## src/rtl/ctl_seq_pkg.sv

```systemverilog
// Shared types for the control-write sequencer: command record, FSM states and
// default bus widths matching the downstream control-bus combiner.
package ctl_seq_pkg;

  localparam int CTL_AW = 9;
  localparam int CTL_DW = 32;

  localparam logic [0:0] ST_IDLE = 1'b0;
  localparam logic [0:0] ST_XFER = 1'b1;

  typedef enum logic [0:0] {
    IDLE = ST_IDLE,
    XFER = ST_XFER
  } seq_state_e;

  typedef struct packed {
    logic [CTL_AW-1:0] addr;
    logic [CTL_DW-1:0] data;
  } ctl_cmd_t;

  function automatic int lvl_width(input int depth);
    return $clog2(depth) + 1;
  endfunction

endpackage

```

## src/rtl/ctl_cmd_fifo.sv

```systemverilog
// Synchronous show-ahead FIFO: exposes the head and the entry behind it so a
// consumer can chain pops back-to-back. Ready is registered from the next level.
module ctl_cmd_fifo #(
  parameter int  DEPTH = 16,
  parameter int  W     = 41,
  localparam int PW    = $clog2(DEPTH),
  localparam int LW    = PW + 1
) (
  input  logic          clk,
  input  logic          rst_n,
  input  logic          i_push,
  input  logic [W-1:0]  i_wdata,
  input  logic          i_pop,
  output logic [W-1:0]  o_head,
  output logic [W-1:0]  o_head_nxt,
  output logic          o_ready,
  output logic          o_empty,
  output logic [LW-1:0] o_level
);

  logic [W-1:0]  r_mem [DEPTH];
  logic [PW-1:0] r_wr_ptr;
  logic [PW-1:0] r_rd_ptr;
  logic [PW-1:0] w_rd_ptr_nxt;
  logic [LW-1:0] r_level;
  logic [LW-1:0] w_level_nxt;
  logic          r_ready;
  logic          w_push;
  logic          w_pop;
  logic          w_empty;

  assign w_empty      = (r_level == '0);
  assign w_push       = i_push & r_ready;
  assign w_pop        = i_pop & ~w_empty;
  assign w_rd_ptr_nxt = r_rd_ptr + PW'(1);

  always_comb begin
    w_level_nxt = r_level;
    case ({w_push, w_pop})
      2'b10:   w_level_nxt = r_level + LW'(1);
      2'b01:   w_level_nxt = r_level - LW'(1);
      default: w_level_nxt = r_level;
    endcase
  end

  always_ff @(posedge clk) begin
    if (w_push) r_mem[r_wr_ptr] <= i_wdata;
  end

  // Ready looks at the post-edge level so a pop while full never opens it early.
  always_ff @(posedge clk or negedge rst_n) begin
    if (!rst_n) begin
      r_wr_ptr <= '0;
      r_rd_ptr <= '0;
      r_level  <= '0;
      r_ready  <= 1'b0;
    end else begin
      if (w_push) r_wr_ptr <= r_wr_ptr + PW'(1);
      if (w_pop)  r_rd_ptr <= w_rd_ptr_nxt;
      r_level <= w_level_nxt;
      r_ready <= (w_level_nxt != LW'(DEPTH));
    end
  end

  assign o_head     = r_mem[r_rd_ptr];
  assign o_head_nxt = r_mem[w_rd_ptr_nxt];
  assign o_ready    = r_ready;
  assign o_empty    = w_empty;
  assign o_level    = r_level;

endmodule

```

## src/rtl/ctl_write_sequencer.sv

```systemverilog
// Posts buffered control-register writes as Avalon-MM write transfers, with a
// hold input to batch updates. CTL_SEQ_TIMEOUT_EN adds a waitrequest abort timer.
module ctl_write_sequencer
  import ctl_seq_pkg::*;
#(
  parameter int  DEPTH   = 16,
  parameter int  AW      = CTL_AW,
  parameter int  DW      = CTL_DW,
  parameter int  TIMEOUT = 1023,
  localparam int LW      = $clog2(DEPTH) + 1
) (
  input  logic          clk,
  input  logic          rst_n,
  input  logic          cmd_valid,
  input  logic [AW-1:0] cmd_addr,
  input  logic [DW-1:0] cmd_data,
  output logic          cmd_ready,
  input  logic          hold,
  output logic [AW-1:0] address,
  output logic          write,
  output logic [DW-1:0] writedata,
  input  logic          waitrequest,
  output logic [LW-1:0] level,
  output logic          busy,
  output logic          timeout_err,
  input  logic          clr_err
);

  localparam int CW = AW + DW;

  logic [CW-1:0] w_head;
  logic [CW-1:0] w_head_nxt;
  logic [LW-1:0] w_level;
  logic          w_empty;
  logic          w_done;
  logic          w_abort;
  logic          w_pop;
  logic          w_more;

  seq_state_e    r_state;
  logic          r_write;
  logic [AW-1:0] r_addr;
  logic [DW-1:0] r_data;

  ctl_cmd_fifo #(
    .DEPTH (DEPTH),
    .W     (CW)
  ) u_fifo (
    .clk        (clk),
    .rst_n      (rst_n),
    .i_push     (cmd_valid),
    .i_wdata    ({cmd_addr, cmd_data}),
    .i_pop      (w_pop),
    .o_head     (w_head),
    .o_head_nxt (w_head_nxt),
    .o_ready    (cmd_ready),
    .o_empty    (w_empty),
    .o_level    (w_level)
  );

  assign w_done = r_write & ~waitrequest;
  assign w_pop  = w_done | w_abort;
  // Only entries already stored behind the head can chain; a same-edge push waits a cycle.
  assign w_more = (w_level > LW'(1));

`ifdef CTL_SEQ_TIMEOUT_EN
  localparam int TW = $clog2(TIMEOUT + 1);

  logic [TW-1:0] r_tmo_cnt;
  logic          r_tmo_err;
  logic          w_stall;

  assign w_stall = r_write & waitrequest;
  assign w_abort = w_stall & (r_tmo_cnt == TW'(TIMEOUT - 1));

  always_ff @(posedge clk or negedge rst_n) begin
    if (!rst_n) begin
      r_tmo_cnt <= '0;
      r_tmo_err <= 1'b0;
    end else begin
      r_tmo_cnt <= (w_stall & ~w_abort) ? r_tmo_cnt + TW'(1) : '0;
      if (w_abort)      r_tmo_err <= 1'b1;
      else if (clr_err) r_tmo_err <= 1'b0;
    end
  end

  assign timeout_err = r_tmo_err;
`else
  logic        w_unused_clr;
  logic [31:0] w_unused_tmo;

  assign w_unused_clr = clr_err;
  assign w_unused_tmo = 32'(TIMEOUT);
  assign w_abort      = 1'b0;
  assign timeout_err  = 1'b0;
`endif

  always_ff @(posedge clk or negedge rst_n) begin
    if (!rst_n) begin
      r_state <= IDLE;
      r_write <= 1'b0;
      r_addr  <= '0;
      r_data  <= '0;
    end else begin
      case (r_state)
        IDLE: begin
          if (!w_empty && !hold) begin
            r_addr  <= w_head[CW-1:DW];
            r_data  <= w_head[DW-1:0];
            r_write <= 1'b1;
            r_state <= XFER;
          end
        end
        XFER: begin
          if (w_done) begin
            if (w_more && !hold) begin
              r_addr <= w_head_nxt[CW-1:DW];
              r_data <= w_head_nxt[DW-1:0];
            end else begin
              r_write <= 1'b0;
              r_state <= IDLE;
            end
          end else if (w_abort) begin
            r_write <= 1'b0;
            r_state <= IDLE;
          end
        end
        default: begin
          r_write <= 1'b0;
          r_state <= IDLE;
        end
      endcase
    end
  end

  assign address   = r_addr;
  assign writedata = r_data;
  assign write     = r_write;
  assign level     = w_level;
  assign busy      = r_write | (w_level != '0);

endmodule

```

## config.mk

```make
export PLATFORM = sky130hd
export DESIGN_NAME = ctl_write_sequencer
export DESIGN_NICKNAME = d
export VERILOG_FILES = /design/src/rtl/ctl_seq_pkg.sv /design/src/rtl/ctl_cmd_fifo.sv /design/src/rtl/ctl_write_sequencer.sv
export SDC_FILE = /design/constraint.sdc
export NUM_CORES = 1
export LEC_CHECK = 0
export BUFFER_PORTS_ARGS = -buffer_cell sky130_fd_sc_hd__buf_2
export CORE_MARGIN = 10
export CORE_UTILIZATION = 50
export DETAILED_ROUTE_END_ITERATION = 12
export GPL_TIMING_DRIVEN = 0
export PLACE_DENSITY = 0.77
export SYNTH_ARGS = -nofsm -noshare
export SYNTH_HDL_FRONTEND = slang
export SYNTH_SLANG_ARGS = --single-unit
```

## constraint.sdc

```tcl
create_clock -name clk -period 4.6 [get_ports clk]
set_input_delay 0.23 -clock clk [delete_from_list [all_inputs] [get_ports clk]]
set_output_delay 0.23 -clock clk [all_outputs]
set_load 0.01 [all_outputs]
```

# == Yosys cells after proc, flatten, opt, wreduce, memory -nomap -nowiden ==
# Memory sizes are Yosys's and may differ from the RTL's.
# Cells that the tools add are included.
# word_totals
reg_bits,57
latchBits,0
ramBits,656
romBits,0
inputBits,47
out_inout_bits,50
wordCells,55
memories,1
# mem_list
memory,words,word_bits,read_ports,rd_ports_with_merged_regs,write_ports,line,text
u_fifo.r_mem,16,41,2,0,1,ctl_cmd_fifo.sv:21,logic [W-1:0] r_mem [DEPTH];
# classes
n_addsub,4
n_mul,0
div,0
n_lt_le_gt_ge,1
n_eq_ne,7
n_shift,0
muxes,19
n_bitwise,7
n_reduce_logical,8
# op_table
op,count
$mux 32,3
$pmux 32 s2,1
$mux 9,3
$pmux 9 s2,1
$pmux 5 s2,1
$add 4x1->4 const B,2
$mux 1,8
$reduce_and 3->1,2
$add 5x1->5 const B,1
$gt 5x1->1 const B,1
$logic_not 5->1,1
$ne 5x5->1 const B,1
$reduce_bool 5->1,1
$sub 5x1->5 const B,1
$ne 2x1->1 const B,2
$ne 2x2->1 const B,2
$pmux 1 s2,2
$and 1x1->1,3
$not 1->1,3
$eq 2x1->1 const B,1
$eq 2x2->1 const B,1
$logic_and 1x1->1,2
$logic_not 1->1,2
$or 1x1->1,1

# == Depth between registers and ports, before layout ==
# Gate-level depths: netlist of run 1.
# depth
ltp_word,6
mapped_depth,12
ltp_nobuf,11

# == Cells and area by module ==
# From an unflattened synthesis of run 1, not the netlist that was laid out.
# hier_totals
cells_unflattened,1673
hier_area_um2,33487.1
# by_module_without_submodules
module,instances,cells_per_inst,area_each_um2,seq_area_each_um2
ctl_cmd_fifo,1,1524,31154.9,20049.2
ctl_write_sequencer,1,149,2332.2,1076.0

# == Least setup slack after synthesis of run 1 ==
# No wires, ideal clock.
# synth_timing
path_kind,register -> register
start,register u_fifo.r_ready (netlist: u_fifo.o_ready)
end,"memory u_fifo.r_mem[3][0], enable pin"
setup_time_ns,0.490
arrival_time_ns,3.550
required_ns,4.110
slack_ns,0.560
path_stages_with_launch,5
n_path_buf,0
synth_period_minus_slack_ns,4.040
cell_sequence,dfrtp_1 -> nand2_1 -> clkinv_1 -> nand2_1 -> nor3_1
# synth_between
elab_chain_cells,3
# synth_rtl
element,line,text
from (decl),ctl_cmd_fifo.sv:27,logic r_ready;
from (signal assigned),ctl_cmd_fifo.sv:61,r_ready <= (w_level_nxt != LW'(DEPTH));
$and 1x1->1,ctl_cmd_fifo.sv:33,assign w_push = i_push & r_ready;
named net u_fifo.w_push,ctl_cmd_fifo.sv:28,logic w_push;
$mux 1,ctl_cmd_fifo.sv:47,if (w_push) r_mem[r_wr_ptr] <= i_wdata;
$mux 1 (implied by the code),ctl_cmd_fifo.sv:47,
to (decl),ctl_cmd_fifo.sv:21,
# The timed path passes the listed nets, and every way through them passes these cells.

# == Worst setup path in the final report of run 1 ==
# layout_timing
start,register u_fifo.r_level[0] (netlist: u_fifo.o_level[0])
end,register u_fifo.r_ready (netlist: u_fifo.o_ready)
# layout_between
elab_chain_cells,6
word_cells_on_any_way,9
classes_between,add/sub (2); eq/ne (3); mux (1); bitwise (2); reduce/logical (1)
# layout_rtl
element,line,text
from (decl),ctl_cmd_fifo.sv:25,logic [LW-1:0] r_level;
from (signal assigned),ctl_cmd_fifo.sv:60,r_level <= w_level_nxt;
$logic_not 5->1 (*),ctl_cmd_fifo.sv:32,assign w_empty = (r_level == '0);
$not 1->1 (*),ctl_cmd_fifo.sv:34,assign w_pop = i_pop & ~w_empty;
$and 1x1->1 (*),ctl_cmd_fifo.sv:34,
named net u_fifo.w_pop,ctl_cmd_fifo.sv:29,logic w_pop;
$eq 2x1->1 or $eq 2x2->1 (tied branches),ctl_cmd_fifo.sv:39,"case ({w_push, w_pop})"
$pmux 5 s2 (*),ctl_cmd_fifo.sv:39,
named net u_fifo.w_level_nxt[3],ctl_cmd_fifo.sv:26,logic [LW-1:0] w_level_nxt;
$ne 5x5->1 (*),ctl_cmd_fifo.sv:61,
# Mark *: on every way through the listed nets, which the timed path passes. The rest lies on a longest branch.
# A chain may end at the register's enable or synchronous reset.

==> results of run 1 <==
==> kinds of logic after synthesis <==
family                     Yosys count  synth area share [%]
buffers and inverters              146                  2.75
and+or+nand+nor                    142                  2.20
xor gates and xnor gates             6                 0.161
DFF                                713                  64.9
muxes                              394                  23.9
other                                1                0.0115
AOI/OAI and AO/OA                  253                  5.68
adders and majority gates           11                 0.423
==> flip-flops by register name (all words and copies together) (netlist names) <==
name	cells
u_fifo.r_mem	656
writedata	32
address	9
u_fifo.o_level	5
u_fifo.r_rd_ptr	4
u_fifo.r_wr_ptr	4
r_state	1
u_fifo.o_ready	1
write	1
==> placed cells by master, fill, tap and decap left out, drive strengths merged, types with 11 or more instances in the layout <==
cell type	synthesis	routed
a22oi	104	104
mux4	307	307
dfrtp	57	57
buf	93	232
nor3	27	27
a21oi	50	50
nand3	23	23
o221ai	21	21
ha	11	11
clkinv	2	21
a21o	20	20
mux2i	83	83
nand2	15	15
nor2	59	59
a311oi	20	20
dlygate4sd3	0	37
edfxtp	656	656
a22o	22	22
clkbuf	42	138
==> worst paths after layout <==
check / start / end / cells after the start
setup / recovery: u_fifo.o_level[0]$_DFF_PN0_ / u_fifo.o_ready$_DFF_PN0_ / 12
hold / removal: cmd_data[26] / u_fifo.r_mem[4][26]$_DFFE_PP_ / 1
setup reg to reg: u_fifo.o_level[0]$_DFF_PN0_ / u_fifo.o_ready$_DFF_PN0_ / 12
hold reg to reg: address[5]$_DFFE_PN0P_ / address[5]$_DFFE_PN0P_ / 1
max in group asynchronous: rst_n / writedata[14]$_DFFE_PN0P_ / 3
min in group asynchronous: rst_n / writedata[26]$_DFFE_PN0P_ / 2
==> area by class of cell <==
type | instances | area share (%)
timing repair buffer | 176 | 4.36
sequential | 713 | 56.0
multi-input combinational | 807 | 28.3
inverter | 11 | 0.109
buffer | 135 | 2.26
clock inverter | 31 | 0.873
tap | 855 | 2.84
clock buffer | 96 | 5.26
==> worst max-delay path, cell delays in order, from the launching register on <==
cell	delay, ns
dfrtp_1	0.46
inv_1	0.13
ha_1	0.21
and2_4	0.15
nor2_1	0.60
inv_1	0.10
ha_1	0.30
clkbuf_1	0.29
nor2_1	0.10
mux2_2	0.27
a22oi_1	0.18
nand2_1	0.09
nand4bb_1	0.19
==> through the flow <==
step | cells | hold slack (ns) | util [%]
floorplan | 1666 | -0.0656 | -
global placement | 2615 | 0.456 | 52.9
detailed placement | 2660 | 0.195 | 54.3
CTS | 2824 | 0.00210 | 58.5
global route | 2824 | 0.0207 | 58.5
finish | 2824 | 0.0127 | 58.5
==> synthesized netlist by cell type, types with 2 or more instances <==
cell type    n  area share (%)
a21o_1      20            0.46
a21oi_1     47            0.72
a21oi_2      3           0.081
a22o_1      22            0.59
a22oi_1    104             2.4
a311oi_1    20            0.54
a31oi_1      3           0.058
buf_2       49            0.75
buf_4       15            0.35
buf_6       24            0.83
buf_8        4            0.18
clkbuf_1    41            0.47
clkinv_1     2           0.023
dfrtp_1     57             4.4
edfxtp_1   656              60
ha_1        11            0.42
inv_1        9            0.10
mux2_2       4            0.14
mux2i_1     83             2.6
mux4_2     307              21
nand2_1     15            0.17
nand2b_1     4           0.077
nand3_1     23            0.35
nand4_1      3           0.058
nor2_1      59            0.68
nor2b_1      4           0.077
nor3_1      17            0.26
nor3_2      10            0.31
o21ai_0      5           0.077
o21bai_1     2           0.046
o221ai_1    21            0.56
or3_1        2           0.038
xnor2_1      5            0.13
==> layer usage <==
layer  share of wire (%)  routed length, um  track usage [%]
met1                  34              32300             31.8
met2                  48              45200             39.5
met3                  13              12100             7.16
met4                 4.6               4360             11.4
met5                   0                  0                0
==> where the power goes <==
part           internal [uW]  switching [uW]  total (uW)
clock network           3370            2440        5820
logic                   5570            7240       12800
registers               7960             418        8380
total                  16900           10100       27000
==> timing repair <==
| item | 4_1_cts | 5_1_grt |
|---|---|---|
| resized for setup | 0 | 0 |
| hold endpoints to repair | 531 | 0 |
| hold buffers | 37 | 0 |
| buffers inserted | 0 | 0 |
==> impl_metrics.ini, run 1 <==
[outcome]
outcome = finished clean

[sta]
worstMarginPinSlew_ns = 1.08
finalSetupViolCount = 0
fmax_ghz = 0.311
max-slew-margin-rel_pct = 28.3
hold_viol = 0
rsz0062_at_grt = no
min_period_over_period_pct = 70.0
drv_slew = 0
final.setup.worst_slack_ns = 1.38
skew_ns = 0.0229
fin_crit_ns = 3.22
tns_ns = 0

[cts]
cts_buffers = 72
clk_pin_slew_ns = 0.06
root_buffer = clkbuf_16
cts_sinks = 713
cts_htree_levels = 3
worstSkewPairLatency_ns = 0.62
cts_tree = done
clockBufferDepth = 3

[critical_path]
crit_path_start_kind = flop
crit_required_ns = 5.08
rrSetupSlack_ns = 1.38
worstPathArrival_ns = 3.70
critPathMaxFanout = 9
crit_type = flop to flop
critPathCaptureType = flop

[cells_and_area]
final_cell_area_um2 = 37700
fill_cells = 4540
multi_input_area_um2 = 10700
drive_gt1_share_pct = 34.6
nNetsFinal = 1974
n_antenna_cell = 0
area_delta_synth_final_pct = 15.8
seq_area_um2 = 21100

[synthesis]
yosysUniqueCellTypes = 48
synthesis.area_um2 = 32600
ys_ff_latch = 713
synthCells = 1666
synth_edf_count = 656
ys_warn_count = 0
avgSynthCellArea_um2 = 19.6
synth_nets = 1724
synth_flop_cell = edfxtp_1
synth-async-reset-ratio_pct = 7.99
synth_seq_area_share_pct = 64.9

[place]
placed_cell_area_um2 = 35000
pre_cts_ws_ns = 1.45
place.gp.congestion = 0.831
hpwlAfterDp_um = 61500
portBuffers = 94

[floorplan]
die_w_um = 275
core_um2 = 64500
rows = 93
chipHeight_um = 275
start_util_pct = 50.5
pin_count = 97
die-area_um2 = 75800

[route]
wire_per_inst_um = 33.3
firstDrtPassIters = 6
drcViolationCount = 0
drt_iter0_drc = 3205
viasPerCell = 7.02
wl_um = 94000
drtAntennaViolNets = 0
vias = 19800

[power_and_ir_drop]
peakVddDrop_mv = 0.514
p_per_area_nw_per_um2 = 716
finalPower_uw = 27000
p_leak_uw = 0.0126

[global_route]
grt_pass1_vias = 20700
grt_usage_pct = 24.9
antenna_found_initial = 0
grt_max_degree = 34
grt.overflow.total = 0
grt_pass1_wl_um = 138000

[flow_run]
cap_violations = 0

[min_path]
hp-class = input pin to flop
(Power assumes the default switching activity.)
==> inputs of run 2 (changes only) <==
PLACE_DENSITY = 0.8   (was 0.77)
clock period = 2.81 ns   (was 4.6 ns; I/O delays follow)
==> impl_metrics.ini, run 2 (same netlist as run 1, synthesis figures left out) <==
[outcome]
outcome = finished, violations left
violations = negative setup slack

[route]
firstDrtPassIters = 7
vias = 20100
drcViolationCount = 0
drt_iter0_drc = 3339
drtAntennaViolNets = 0
wl_um = 94800
wire_per_inst_um = 33.5
viasPerCell = 7.11

[power_and_ir_drop]
p_per_area_nw_per_um2 = 1180
p_leak_uw = 0.0128
peakVddDrop_mv = 0.950

[floorplan]
die_w_um = 275
die-area_um2 = 75800
chipHeight_um = 275
core_um2 = 64500
pin_count = 97
rows = 93
start_util_pct = 50.5

[global_route]
grt_max_degree = 33
met2_usage_pct = 40.2
grt_pass1_vias = 20600
antenna_found_initial = 3
grt.overflow.total = 0
grt-busiest-layer = met2
grt_usage_pct = 25.0
grt_pass1_wl_um = 138000
grt_util_met1_pct = 30.8
grt_util_met3_pct = 7.75

[cells_and_area]
drive_gt1_share_pct = 35.2
n_antenna_cell = 0
instances_no_fill = 2827
nNetsFinal = 1973
layout_common_cells = 656 x edfxtp_1, 307 x mux4_2, 127 x buf_2
regMostFlops = u_fifo.r_mem
final_core_util_pct = 59.1
area_delta_synth_final_pct = 17.1
final_common_cell = edfxtp_1
largest_reg_flops = 656

[cts]
cts_buffers = 69
root_buffer = clkbuf_16
clockBufferDepth = 3
clk_pin_slew_ns = 0.07
cts_tree = done
cts_sinks = 713
cts_htree_levels = 3
worstSkewPairLatency_ns = 0.64

[place]
hpwlAfterDp_um = 61700
place_inst = 2651
portBuffers = 94
place.gp.congestion = 0.849

[critical_path]
crit_type = flop to flop
critPathMaxFanout = 10
crit_required_ns = 3.35
crit_buf_inv = 2
crit_chain = buf_4 > buf_1 > mux4_2 > mux2i_1 > nor2_1 > nor3_1 > a311oi_1 > a21o_1
crit_slowest_cell = buf_1
critPathCaptureType = flop
cp_top_family = buffers and inverters
cpPeakStageDelay_ns = 0.78
worstPathArrival_ns = 3.35
crit_path_start_kind = flop

[min_path]
hp-class = input pin to async pin

[sta]
hold_viol = 0
fmax_ghz = 0.356
worstMarginPinSlew_ns = 1.10
final.setup.worst_slack_ns = -0.000229
fin_crit_ns = 2.81
skew_ns = 0.0450
rsz0062_at_grt = yes
max-slew-margin-rel_pct = 26.6
finalSetupViolCount = 1
hold_ws_ns = 0.00479
min_period_over_period_pct = 100
drv_slew = 0

[flow_run]
cap_violations = 0
==> run 2: final cells by class <==
type	instances	area, um2
Multi-Input combinational cell	807	10700
Clock inverter	35	470
Sequential cell	713	21100
Fill cell	4428	26300
Inverter	11	41.3
Clock buffer	93	1970
Buffer	134	893
Timing Repair Buffer	179	1850
Tap cell	855	1070
==> run 2: per-stage QoR <==
stage	setup slack, ns	instance area (um2)	power (uW)	TNS, ns
floorplan	-0.180	32600	27700	-82.74
global placement	-2.41	34100	33300	-1440.12
detailed placement	-0.435	35100	34300	-1.00
CTS	0.000616	38100	44500	0
global route	-0.0714	38100	46300	-0.275
finish	-0.000229	38100	44900	-0.000229
==> run 2: timing repair <==
item	CTS	global route
gates cloned	0	0
gates resized for setup	9	22
setup buffers	0	3
hold endpoints to repair	716	0
hold buffers	46	0
pin swaps	0	2
endpoints found under the setup margin	22	45
==> run 2: worst register-to-register path, cell delays in order (launching register included) <==
cell and delay (ns):
dfrtp_1 0.35, buf_4 0.18, buf_1 0.78, mux4_2 0.38, mux2i_1 0.08, nor2_1 0.10, nor3_1 0.06, a311oi_1 0.63
a21o_1 0.14
==> run 2: path summary, 6_finish.rpt <==
check | from | to | slack [ns] | cells past startpoint
hold / removal | rst_n | writedata[2]$_DFFE_PN0P_ | 0.005 | 2
setup reg to reg | u_fifo.r_rd_ptr[1]$_DFFE_PN0P_ | address[8]$_DFFE_PN0P_ | -0.0002 | 8
min in group clk | hold | write$_DFFE_PN0P_ | 0.36 | 4
hold reg to reg | writedata[28]$_DFFE_PN0P_ | writedata[28]$_DFFE_PN0P_ | 0.47 | 1
setup / recovery | u_fifo.r_rd_ptr[1]$_DFFE_PN0P_ | address[8]$_DFFE_PN0P_ | -0.0002 | 8
max in group asynchronous | rst_n | writedata[14]$_DFFE_PN0P_ | 2.21 | 3
==> run 2: power breakdown <==
part           switching (uW)  total [uW]  internal, uW
logic                   11800       21200          9320
clock network            4090        9980          5890
registers                 741       13800         13000
==> run 2: routing by layer <==
metal	vias to the layer above	wire length (um)
met5	-	24
met3	371	12900
met4	4	4530
li1	7671	-
met1	10200	31600
met2	1851	45800
==> inputs of run 3 (changes only) <==
PLACE_DENSITY = 0.77   (was 0.8)
clock period = 3.4 ns   (was 2.81 ns; I/O delays follow)
==> impl_metrics.ini, run 3 (same netlist as run 1, synthesis figures left out) <==
[outcome]
outcome = finished clean

[cts]
cts_buffers = 70
cts_htree_levels = 3
cts_tree = done
clk_pin_slew_ns = 0.06
root_buffer = clkbuf_16
cts_sinks = 713
clockBufferDepth = 3
cts_setup_buffers = 0
worstSkewPairLatency_ns = 0.63

[sta]
rsz0062_at_grt = no
min_period_over_period_pct = 89.5
drv_slew = 0
hold_viol = 0
fmax_ghz = 0.329
finalSetupViolCount = 0
max-slew-margin-rel_pct = 30.2
skew_ns = 0.0276
worstMarginPinSlew_ns = 1.05
fin_crit_ns = 3.04

[route]
drtAntennaViolNets = 0
viasPerCell = 7.07
firstDrtPassIters = 6
wire_per_inst_um = 33.7
wl_um = 95100
vias = 20000
drcViolationCount = 0
drt_iter0_drc = 3012

[cells_and_area]
regMostFlops = u_fifo.r_mem
n_antenna_cell = 0
final_core_util_pct = 58.8
largest_reg_flops = 656
layout_common_cells = 656 x edfxtp_1, 307 x mux4_2, 142 x buf_2
nNetsFinal = 1968
drive_gt1_share_pct = 33.9
area_delta_synth_final_pct = 16.4
final_common_cell = edfxtp_1
final_cell_area_um2 = 37900

[critical_path]
crit_chain = inv_1 > ha_1 > and2_4 > nor2_2 > inv_1 > ha_1 > clkbuf_1 > nor2_1 > mux2_2 > a22oi_1 > nand2_1 > nand4bb_1
crit_required_ns = 3.89
crit_type = flop to flop
worstPathArrival_ns = 3.54
cp_top_family = simple AND/OR/NAND/NOR gates
critPathMaxFanout = 9
crit_path_start_kind = flop
crit_slowest_cell = dfrtp_1
cpPeakStageDelay_ns = 0.45
critPathCaptureType = flop
crit_buf_inv = 3

[min_path]
hp-class = input pin to async pin

[floorplan]
core_um2 = 64500
start_util_pct = 50.5
rows = 93
die-area_um2 = 75800
pin_count = 97
die_w_um = 275
chipHeight_um = 275

[power_and_ir_drop]
p_per_area_nw_per_um2 = 975
p_leak_uw = 0.0126
peakVddDrop_mv = 0.689

[global_route]
antenna_found_initial = 1
grt_max_degree = 34
grt_usage_pct = 25.1
grt_pass1_vias = 20400
grt.overflow.total = 0
grt_pass1_wl_um = 138000

[place]
portBuffers = 94
placed_cell_area_um2 = 35000
hpwlAfterDp_um = 61200
place.gp.congestion = 0.857

[flow_run]
cap_violations = 0
## run 3: what timing repair did
action | 4_1_cts | 5_1_grt
hold buffers | 45 | 0
hold endpoints to repair | 715 | 0
endpoints found under the setup margin | 0 | 1
resized for setup | 0 | 1
## run 3: area by class of cell
type | instances | area [um2]
Clock inverter | 35 | 444
Inverter | 11 | 41.3
Fill cell | 4566 | 26600
Sequential cell | 713 | 21100
Tap cell | 855 | 1070
Timing Repair Buffer | 172 | 1710
Buffer | 135 | 853
Multi-Input combinational cell | 807 | 10700
Clock buffer | 95 | 1970
## run 3: worst paths after layout
path                                                   from  slack, ns  depth (start not counted)                             end
worst max register to register  u_fifo.o_level[0]$_DFF_PN0_       0.36                         12        u_fifo.o_ready$_DFF_PN0_
min in group clk                                  cmd_valid       0.08                          4  u_fifo.r_wr_ptr[0]$_DFFE_PN0P_
max in group asynchronous                             rst_n       2.75                          3     u_fifo.o_level[3]$_DFF_PN0_
worst min-delay path                                  rst_n       0.03                          2       writedata[23]$_DFFE_PN0P_
worst max-delay path            u_fifo.o_level[0]$_DFF_PN0_       0.36                         12        u_fifo.o_ready$_DFF_PN0_
worst min register to register    writedata[16]$_DFFE_PN0P_       0.47                          1       writedata[16]$_DFFE_PN0P_
## run 3: layer usage
layer	vias to the layer above	track usage [%]	part of all wire, %
li1	7674	-	-
met5	-	0	0
met4	0	11.3	4.3
met1	10300	32.2	35
met3	287	6.78	13
met2	1710	39.9	48
## run 3: report_power, final
part / switching (uW) / internal (uW) / leakage (uW)
clock network: 3340 / 4850 / 0.00116
registers: 553 / 10800 / 0.00662
logic: 9880 / 7560 / 0.00486
total: 13800 / 23200 / 0.0126
## run 3: metrics by stage
step | instances | total power (uW) | worst slack, ns | hold WS (ns) | TNS, ns
after floorplan | 1666 | 22900 | 0.410 | -0.126 | 0
after global placement | 2615 | 27800 | -2.03 | 0.438 | -1160.88
after detailed placement | 2648 | 28500 | 0.252 | 0.132 | 0
after CTS | 2823 | 36700 | 0.164 | 0.0381 | 0
after global routing | 2823 | 38100 | 0.137 | 0.0638 | 0
final | 2823 | 36900 | 0.357 | 0.0323 | 0
